--- config.mk ---
export PLATFORM = sky130hd
export DESIGN_NAME = minimac3_ctrl_flat
export DESIGN_NICKNAME = d
export VERILOG_FILES = /design/src/rtl/minimac3_ctrl_if.sv /design/src/rtl/minimac3_ctrl.sv /design/src/flat_wrapper.sv
export SDC_FILE = /design/constraint.sdc
export NUM_CORES = 1
export LEC_CHECK = 0
export BUFFER_PORTS_ARGS = -buffer_cell sky130_fd_sc_hd__clkbuf_2
export CAP_MARGIN = 20
export CORE_MARGIN = 3
export CORE_UTILIZATION = 44
export DETAILED_ROUTE_END_ITERATION = 16
export PLACE_DENSITY_LB_ADDON = 0.25
export RECOVER_POWER = 25
export SETUP_SLACK_MARGIN = 0.3
export SYNTH_ARGS = -nofsm -noshare
export SYNTH_HDL_FRONTEND = slang
export SYNTH_SLANG_ARGS = --single-unit
--- constraint.sdc ---
create_clock -name sys_clk -period 2.4 [get_ports sys_clk]
set_input_delay 0.48 -clock sys_clk [delete_from_list [all_inputs] [get_ports sys_clk]]
set_output_delay 0.48 -clock sys_clk [all_outputs]
set_load 0.01 [all_outputs]
--- src/rtl/minimac3_ctrl_if.sv ---
`default_nettype none
// ============================================================================
// Module      : minimac3_ctrl_if
// Description : CSR bus plus RX/TX handshake bundle for minimac3_ctrl.
//               slave  = the control stage, master = CSR host and MAC side.
// Revision    : 1.0 - initial release
// ============================================================================
interface minimac3_ctrl_if;
  logic [13:0] csr_a;
  logic        csr_we;
  logic [31:0] csr_di;
  logic [31:0] csr_do;
  logic        irq;
  logic        rx_ready_0;
  logic        rx_done_0;
  logic [10:0] rx_count_0;
  logic        rx_ready_1;
  logic        rx_done_1;
  logic [10:0] rx_count_1;
  logic        tx_start;
  logic        tx_done;
  logic [10:0] tx_count;

  modport master (
    output csr_a, csr_we, csr_di, rx_done_0, rx_count_0, rx_done_1, rx_count_1, tx_done,
    input  csr_do, irq, rx_ready_0, rx_ready_1, tx_start, tx_count
  );

  modport slave (
    input  csr_a, csr_we, csr_di, rx_done_0, rx_count_0, rx_done_1, rx_count_1, tx_done,
    output csr_do, irq, rx_ready_0, rx_ready_1, tx_start, tx_count
  );
endinterface
`default_nettype wire

--- src/rtl/minimac3_ctrl.sv ---
`default_nettype none
// ============================================================================
// Module      : minimac3_ctrl
// Description : System-side control for the minimac3 MAC: CSR decode, two RX
//               buffer ownership FSMs, TX launch FSM and a level interrupt.
// Revision    : 1.0 - initial release
// ============================================================================
module minimac3_ctrl #(
  parameter logic [3:0] CSR_ADDR = 4'h0
) (
  input wire            sys_clk,
  input wire            sys_rst,
  minimac3_ctrl_if.slave bus
);

  // Slot ownership states (also the software-visible encoding)
  localparam logic [1:0] SLOT_EMPTY   = 2'd0;
  localparam logic [1:0] SLOT_LOADED  = 2'd1;
  localparam logic [1:0] SLOT_PENDING = 2'd2;

  localparam logic [0:0] TX_IDLE = 1'b0;
  localparam logic [0:0] TX_BUSY = 1'b1;

  localparam logic [2:0] REG_SLOT0_STATE = 3'd0;
  localparam logic [2:0] REG_SLOT0_COUNT = 3'd1;
  localparam logic [2:0] REG_SLOT1_STATE = 3'd2;
  localparam logic [2:0] REG_SLOT1_COUNT = 3'd3;
  localparam logic [2:0] REG_TX_COUNT    = 3'd4;
  localparam logic [2:0] REG_STATUS      = 3'd5;
  localparam logic [2:0] REG_ENABLE      = 3'd6;

  // ---------------------------------------------------------------- decode
  logic       w_sel;
  logic       w_wr;
  logic [2:0] w_idx;
  logic [1:0] w_slot_wr;
  logic       w_tx_wr;
  logic       w_stat_wr;
  logic       w_en_wr;
  logic       w_unused;

  assign w_sel        = (bus.csr_a[13:10] == CSR_ADDR);
  assign w_idx        = bus.csr_a[2:0];
  assign w_wr         = bus.csr_we & w_sel;
  assign w_slot_wr[0] = w_wr & (w_idx == REG_SLOT0_STATE);
  assign w_slot_wr[1] = w_wr & (w_idx == REG_SLOT1_STATE);
  assign w_tx_wr      = w_wr & (w_idx == REG_TX_COUNT);
  assign w_stat_wr    = w_wr & (w_idx == REG_STATUS);
  assign w_en_wr      = w_wr & (w_idx == REG_ENABLE);
  // Address bits between the bank field and the index, and data above the
  // widest field, carry no meaning for this block.
  assign w_unused     = ^{bus.csr_a[9:3], bus.csr_di[31:11]};

  // ------------------------------------------------------------- RX slots
  logic [1:0]  slot_state_q [2];
  logic [1:0]  slot_state_d [2];
  logic [10:0] slot_count_q [2];
  logic [10:0] slot_count_d [2];
  logic [1:0]  rx_ready_q;
  logic [1:0]  rx_ready_d;
  logic [1:0]  w_rx_done;
  logic [10:0] w_rx_count [2];
  logic        w_rx_pending;

  assign w_rx_done     = {bus.rx_done_1, bus.rx_done_0};
  assign w_rx_count[0] = bus.rx_count_0;
  assign w_rx_count[1] = bus.rx_count_1;
  assign w_rx_pending  = (slot_state_q[0] == SLOT_PENDING) | (slot_state_q[1] == SLOT_PENDING);

  // Slot next-state: a completing frame outranks a same-cycle CSR write
  always_comb begin
    for (int n = 0; n < 2; n++) begin
      slot_state_d[n] = slot_state_q[n];
      slot_count_d[n] = slot_count_q[n];
      case (slot_state_q[n])
        SLOT_EMPTY: begin
          if (w_slot_wr[n] && (bus.csr_di[1:0] == SLOT_LOADED)) slot_state_d[n] = SLOT_LOADED;
        end
        SLOT_LOADED: begin
          if (w_rx_done[n]) begin
            slot_state_d[n] = SLOT_PENDING;
            slot_count_d[n] = w_rx_count[n];
          end else if (w_slot_wr[n] && (bus.csr_di[1:0] == SLOT_EMPTY)) begin
            slot_state_d[n] = SLOT_EMPTY;
          end
        end
        SLOT_PENDING: begin
          if (w_slot_wr[n] && (bus.csr_di[1:0] == SLOT_EMPTY)) slot_state_d[n] = SLOT_EMPTY;
        end
        default: slot_state_d[n] = SLOT_EMPTY;
      endcase
      rx_ready_d[n] = (slot_state_d[n] == SLOT_LOADED);
    end
  end

  // Slot state, captured byte counts and the registered ready strobes
  always_ff @(posedge sys_clk or posedge sys_rst) begin
    if (sys_rst) begin
      for (int n = 0; n < 2; n++) begin
        slot_state_q[n] <= SLOT_EMPTY;
        slot_count_q[n] <= '0;
      end
      rx_ready_q <= '0;
    end else begin
      for (int n = 0; n < 2; n++) begin
        slot_state_q[n] <= slot_state_d[n];
        slot_count_q[n] <= slot_count_d[n];
      end
      rx_ready_q <= rx_ready_d;
    end
  end

  // ------------------------------------------------------------------ TX
  logic [0:0]  tx_state_q;
  logic [0:0]  tx_state_d;
  logic [10:0] tx_count_q;
  logic [10:0] tx_count_d;
  logic        tx_start_q;
  logic        tx_start_d;
  logic        tx_event_q;
  logic        tx_event_d;
  logic        w_tx_finish;

  // TX launch/complete; tx_count is only reloaded on an accepted launch
  always_comb begin
    tx_state_d  = tx_state_q;
    tx_count_d  = tx_count_q;
    tx_start_d  = 1'b0;
    w_tx_finish = 1'b0;
    case (tx_state_q)
      TX_IDLE: begin
        if (w_tx_wr && (bus.csr_di[10:0] != 11'd0)) begin
          tx_state_d = TX_BUSY;
          tx_count_d = bus.csr_di[10:0];
          tx_start_d = 1'b1;
        end
      end
      TX_BUSY: begin
        if (bus.tx_done) begin
          tx_state_d  = TX_IDLE;
          w_tx_finish = 1'b1;
        end
      end
      default: tx_state_d = TX_IDLE;
    endcase
    tx_event_d = tx_event_q;
    if (w_stat_wr && bus.csr_di[1]) tx_event_d = 1'b0;
    if (w_tx_finish)                tx_event_d = 1'b1;
  end

  // TX state, held byte count, launch pulse and completion event
  always_ff @(posedge sys_clk or posedge sys_rst) begin
    if (sys_rst) begin
      tx_state_q <= TX_IDLE;
      tx_count_q <= '0;
      tx_start_q <= 1'b0;
      tx_event_q <= 1'b0;
    end else begin
      tx_state_q <= tx_state_d;
      tx_count_q <= tx_count_d;
      tx_start_q <= tx_start_d;
      tx_event_q <= tx_event_d;
    end
  end

  // ------------------------------------------------- enables, read, irq
  logic        rx_en_q;
  logic        tx_en_q;
  logic [31:0] csr_do_q;
  logic        irq_q;
  logic [31:0] w_rdata;

  // Read mux over current register contents; foreign banks read zero
  always_comb begin
    w_rdata = '0;
    if (w_sel) begin
      case (w_idx)
        REG_SLOT0_STATE: w_rdata[1:0]  = slot_state_q[0];
        REG_SLOT0_COUNT: w_rdata[10:0] = slot_count_q[0];
        REG_SLOT1_STATE: w_rdata[1:0]  = slot_state_q[1];
        REG_SLOT1_COUNT: w_rdata[10:0] = slot_count_q[1];
        REG_TX_COUNT:    w_rdata[10:0] = tx_count_q;
        REG_STATUS:      w_rdata[2:0]  = {(tx_state_q == TX_BUSY), tx_event_q, w_rx_pending};
        REG_ENABLE:      w_rdata[1:0]  = {tx_en_q, rx_en_q};
        default:         w_rdata       = '0;
      endcase
    end
  end

  // Enable bits, registered read data and the level interrupt
  always_ff @(posedge sys_clk or posedge sys_rst) begin
    if (sys_rst) begin
      rx_en_q  <= 1'b0;
      tx_en_q  <= 1'b0;
      csr_do_q <= '0;
      irq_q    <= 1'b0;
    end else begin
      if (w_en_wr) begin
        rx_en_q <= bus.csr_di[0];
        tx_en_q <= bus.csr_di[1];
      end
      csr_do_q <= w_rdata;
      irq_q    <= (w_rx_pending & rx_en_q) | (tx_event_q & tx_en_q);
    end
  end

  assign bus.csr_do     = csr_do_q;
  assign bus.irq        = irq_q;
  assign bus.rx_ready_0 = rx_ready_q[0];
  assign bus.rx_ready_1 = rx_ready_q[1];
  assign bus.tx_start   = tx_start_q;
  assign bus.tx_count   = tx_count_q;

endmodule
`default_nettype wire

--- src/flat_wrapper.sv ---
// flat-port wrapper written by rule: the top's interface ports become plain ports
module minimac3_ctrl_flat 
#(
  parameter logic [3:0] CSR_ADDR = 4'h0
)
  (sys_clk, sys_rst, bus_csr_a, bus_csr_we, bus_csr_di, bus_rx_done_0, bus_rx_count_0, bus_rx_done_1, bus_rx_count_1, bus_tx_done, bus_csr_do, bus_irq, bus_rx_ready_0, bus_rx_ready_1, bus_tx_start, bus_tx_count);
  minimac3_ctrl_if bus_i ();
  input wire sys_clk;
  input wire sys_rst;
  input wire logic [$bits(bus_i.csr_a)-1:0] bus_csr_a;
  input wire logic [$bits(bus_i.csr_we)-1:0] bus_csr_we;
  input wire logic [$bits(bus_i.csr_di)-1:0] bus_csr_di;
  input wire logic [$bits(bus_i.rx_done_0)-1:0] bus_rx_done_0;
  input wire logic [$bits(bus_i.rx_count_0)-1:0] bus_rx_count_0;
  input wire logic [$bits(bus_i.rx_done_1)-1:0] bus_rx_done_1;
  input wire logic [$bits(bus_i.rx_count_1)-1:0] bus_rx_count_1;
  input wire logic [$bits(bus_i.tx_done)-1:0] bus_tx_done;
  output wire logic [$bits(bus_i.csr_do)-1:0] bus_csr_do;
  output wire logic [$bits(bus_i.irq)-1:0] bus_irq;
  output wire logic [$bits(bus_i.rx_ready_0)-1:0] bus_rx_ready_0;
  output wire logic [$bits(bus_i.rx_ready_1)-1:0] bus_rx_ready_1;
  output wire logic [$bits(bus_i.tx_start)-1:0] bus_tx_start;
  output wire logic [$bits(bus_i.tx_count)-1:0] bus_tx_count;
  assign bus_i.csr_a = bus_csr_a;
  assign bus_i.csr_we = bus_csr_we;
  assign bus_i.csr_di = bus_csr_di;
  assign bus_i.rx_done_0 = bus_rx_done_0;
  assign bus_i.rx_count_0 = bus_rx_count_0;
  assign bus_i.rx_done_1 = bus_rx_done_1;
  assign bus_i.rx_count_1 = bus_rx_count_1;
  assign bus_i.tx_done = bus_tx_done;
  assign bus_csr_do = bus_i.csr_do;
  assign bus_irq = bus_i.irq;
  assign bus_rx_ready_0 = bus_i.rx_ready_0;
  assign bus_rx_ready_1 = bus_i.rx_ready_1;
  assign bus_tx_start = bus_i.tx_start;
  assign bus_tx_count = bus_i.tx_count;
  minimac3_ctrl #(.CSR_ADDR(CSR_ADDR)) u_core (.sys_clk(sys_clk), .sys_rst(sys_rst), .bus(bus_i));
endmodule
==> results.txt <==
Outcome - finished, final reports clean
Top post-synthesis cells by area - dfrtp_1 52%, mux2_2 12%, buf_4 5.8%
Setup TNS - 0 ps
# DRC - 0
CTS tree - done
Worst Tran Pin Value - 1350 ps
Skew final - 9.89 ps
Yosys warning count - 0
Lkg Pwr - 1.68 nW
Area grow syn2layout - 16.7%
DR WL/cell - 14.7 um
CP Data Arrival Time - 1820 ps
Met2 usage - 26.0%
Yosys reg bits - 56
Register area share after synthesis - 52.0%
Synth Instances - 220
Final hold vios - 0
Row count - 27
Gpl congestion - 0.778
Largest net degree at the start of global routing - 57
Internal - 1.26 mW
Final wirelength - 5.39 mm
Post-detail-place hpwl - 4.14 mm
Yosys cell types - 38
Commonest cells after routing, fill and taps aside - 72 x clkbuf_2, 56 x dfrtp_1, 29 x mux2_2, 21 x conb_1, 20 x nor2_1
Clock latency on the worst-skew pair - 310 ps
Clock power share - 30.4%
Switch Pwr - 428 uW
Area leader, netlist - dfrtp_1
Max_cap viols - 0
Sequential share of power - 58.6%
Most used routing layer - met2
Total CTS buffers - 5
Crit path kind - primary input to flip-flop
Period utilization - 67.6%
Peak supply drop - 0.246 mV
Initial core utilization - 47.2%
Fillcell total - 512
Tot GR Track Use - 15.6%
Core Util, Final - 55.1%
Comb pwr share - 11.0%
Slew Viols, Final - 0
Initial antenna violation count - 0
RSZ-0062 raised after global routing - no
CP Capture Type - flip-flop
Switching Share - 25.3%
H-tree depth - 2
Synth top area share - 52.0%
Vias per inst - 4.82
Core Box Area - 0.00571 mm^2
Post-CTS sizing - 0
Vias in the first global route - 1,818
Synth Flop Type - dfrtp_1
Routed Antenna Nets - 0
Worst-path clk slew - 100 ps
Clk buf depth - 2
# IOs - 121
Port Buffer Count - 71
Final setup viols - 0
Leading cell type in the layout, fill and taps excluded - clkbuf_2
CTS root buf - clkbuf_8
M3 GR Usage - 3.43%
DR vias - 1,769
Critical Path RT - 2600 ps
Setup crit start kind - primary input
Share of layout cells above drive strength 1 - 43.1%
Drt first pass iters - 4
GRT overflow - 0
Largest fanout on the critical path - 12
First-pass GRT wire length - 8.91 mm
Worst hold path class - primary input to flip-flop
Met1 global-route usage - 20.6%
Slew headroom - 9.95%
Final min period - 1620 ps
Hold Buf Count CTS - 0
Clk sink count - 56
Die height - 84.3 um
Post-CTS Setup Bufs - 0
Die span in x - 84.3 um
Number of enable flip-flop cells after synthesis - 0
Die footprint - 0.00710 mm^2
Syn Area/Cell - 12.3 um^2
Power Density - 537 mW/mm^2
Synth Cell Area - 0.00270 mm^2
DRT iter0 DRCs - 78
Post-synth ARST share - 100%
Fmax - 616 MHz
Ant. Diodes - 0
# nets final - 368
## routing by layer
metal  vias to the layer above  part of all wire (%)  wire length [um]
li1                        882                     -                 -
met1                       830                    46              2460
met2                        53                    48              2590
met3                         4                   5.4               290
met4                         0                  0.95                51
met5                         -                     0                 0
## cell type report
type                    count  area (um^2)  area share, %
clock buffers               5         68.8           2.19
clock inverters             3         22.5          0.716
inverters                   4         15.0          0.477
multi-input cells         151         1160           36.8
flip-flops and latches     56         1400           44.6
well taps                  72         90.1           2.86
repair buffers             76          390           12.4
## power by group through the flow
stage / sequential (mW) / combinational [mW] / clock, mW
2_1_floorplan: 1.01 / 0.122 / 0
3_3_place_gp: 1.01 / 0.188 / 0
3_5_place_dp: 1.01 / 0.190 / 0
4_1_cts: 0.989 / 0.190 / 0.537
5_1_grt: 0.993 / 0.207 / 0.579
6_report: 0.989 / 0.187 / 0.513
## synth_stat cells (2+ instances only)
| cell | count |
|---|---|
| dfrtp_1 | 56 |
| mux2_2 | 29 |
| buf_4 | 21 |
| nor2_1 | 20 |
| mux2i_1 | 12 |
| mux2_4 | 9 |
| a21oi_1 | 7 |
| a211oi_1 | 6 |
| nand2_1 | 6 |
| nand2b_1 | 5 |
| buf_1 | 4 |
| inv_1 | 4 |
| o21ai_0 | 4 |
| nand3b_1 | 3 |
| nor3_1 | 3 |
| nor4_1 | 3 |
| a22o_1 | 2 |
| a22oi_1 | 2 |
| and3_1 | 2 |
| clkbuf_1 | 2 |
| nand3_1 | 2 |
| o22ai_1 | 2 |
## logic make-up after synthesis
family          synth area share [%]
other cells                    0.139
mux                             21.6
simple gates                    11.8
buf+inv                         7.85
compound gates                  6.64
flops                           52.0
## critical path: stages
cell	delay [ps]
clkbuf_2	100
nor4_4	340
nand3b_4	150
nand4b_4	370
mux2_4	380
## per-stage QoR
step,std cells,cell area (um^2),total power [mW],hold WS [ps],setup WS (ps)
final,367,3150,1.69,377,776
after global routing,367,3150,1.78,374,710
after CTS,367,3150,1.72,354,771
after detailed placement,359,3060,1.20,493,436
after global placement,359,3060,1.19,487,436
after floorplan,240,2770,1.13,454,549
## registers in the layout (all words and copies together), names as in the netlist
signal               flops
u_core.tx_en_q           1
u_core.bus.tx_start      1
u_core.tx_state_q        1
u_core.bus.csr_do       11
u_core.bus.tx_count     11
u_core.bus.irq           1
u_core.rx_en_q           1
u_core.tx_event_q        1
u_core.slot_state_q      4
u_core.rx_ready_q        2
u_core.slot_count_q     22
## worst paths after layout
path | startpoint | endpoint | slack (ps) | cells after the start
max reg2reg | u_core.slot_state_q[1]$_DFF_PP0_ | u_core.slot_count_q[5]$_DFFE_PP0P_ | 900 | 2
max | bus_csr_a[11] | u_core.bus.tx_count[5]$_DFFE_PP0P_ | 780 | 5
min | bus_rx_done_0 | u_core.slot_state_q[2]$_DFF_PP0_ | 380 | 2
min reg2reg | u_core.slot_state_q[3]$_DFF_PP0_ | u_core.slot_state_q[2]$_DFF_PP0_ | 510 | 1
max in group asynchronous | sys_rst | u_core.slot_state_q[2]$_DFF_PP0_ | 1000 | 3
min in group asynchronous | sys_rst | u_core.slot_count_q[7]$_DFFE_PP0P_ | 580 | 3
(Power assumes the default switching activity.)
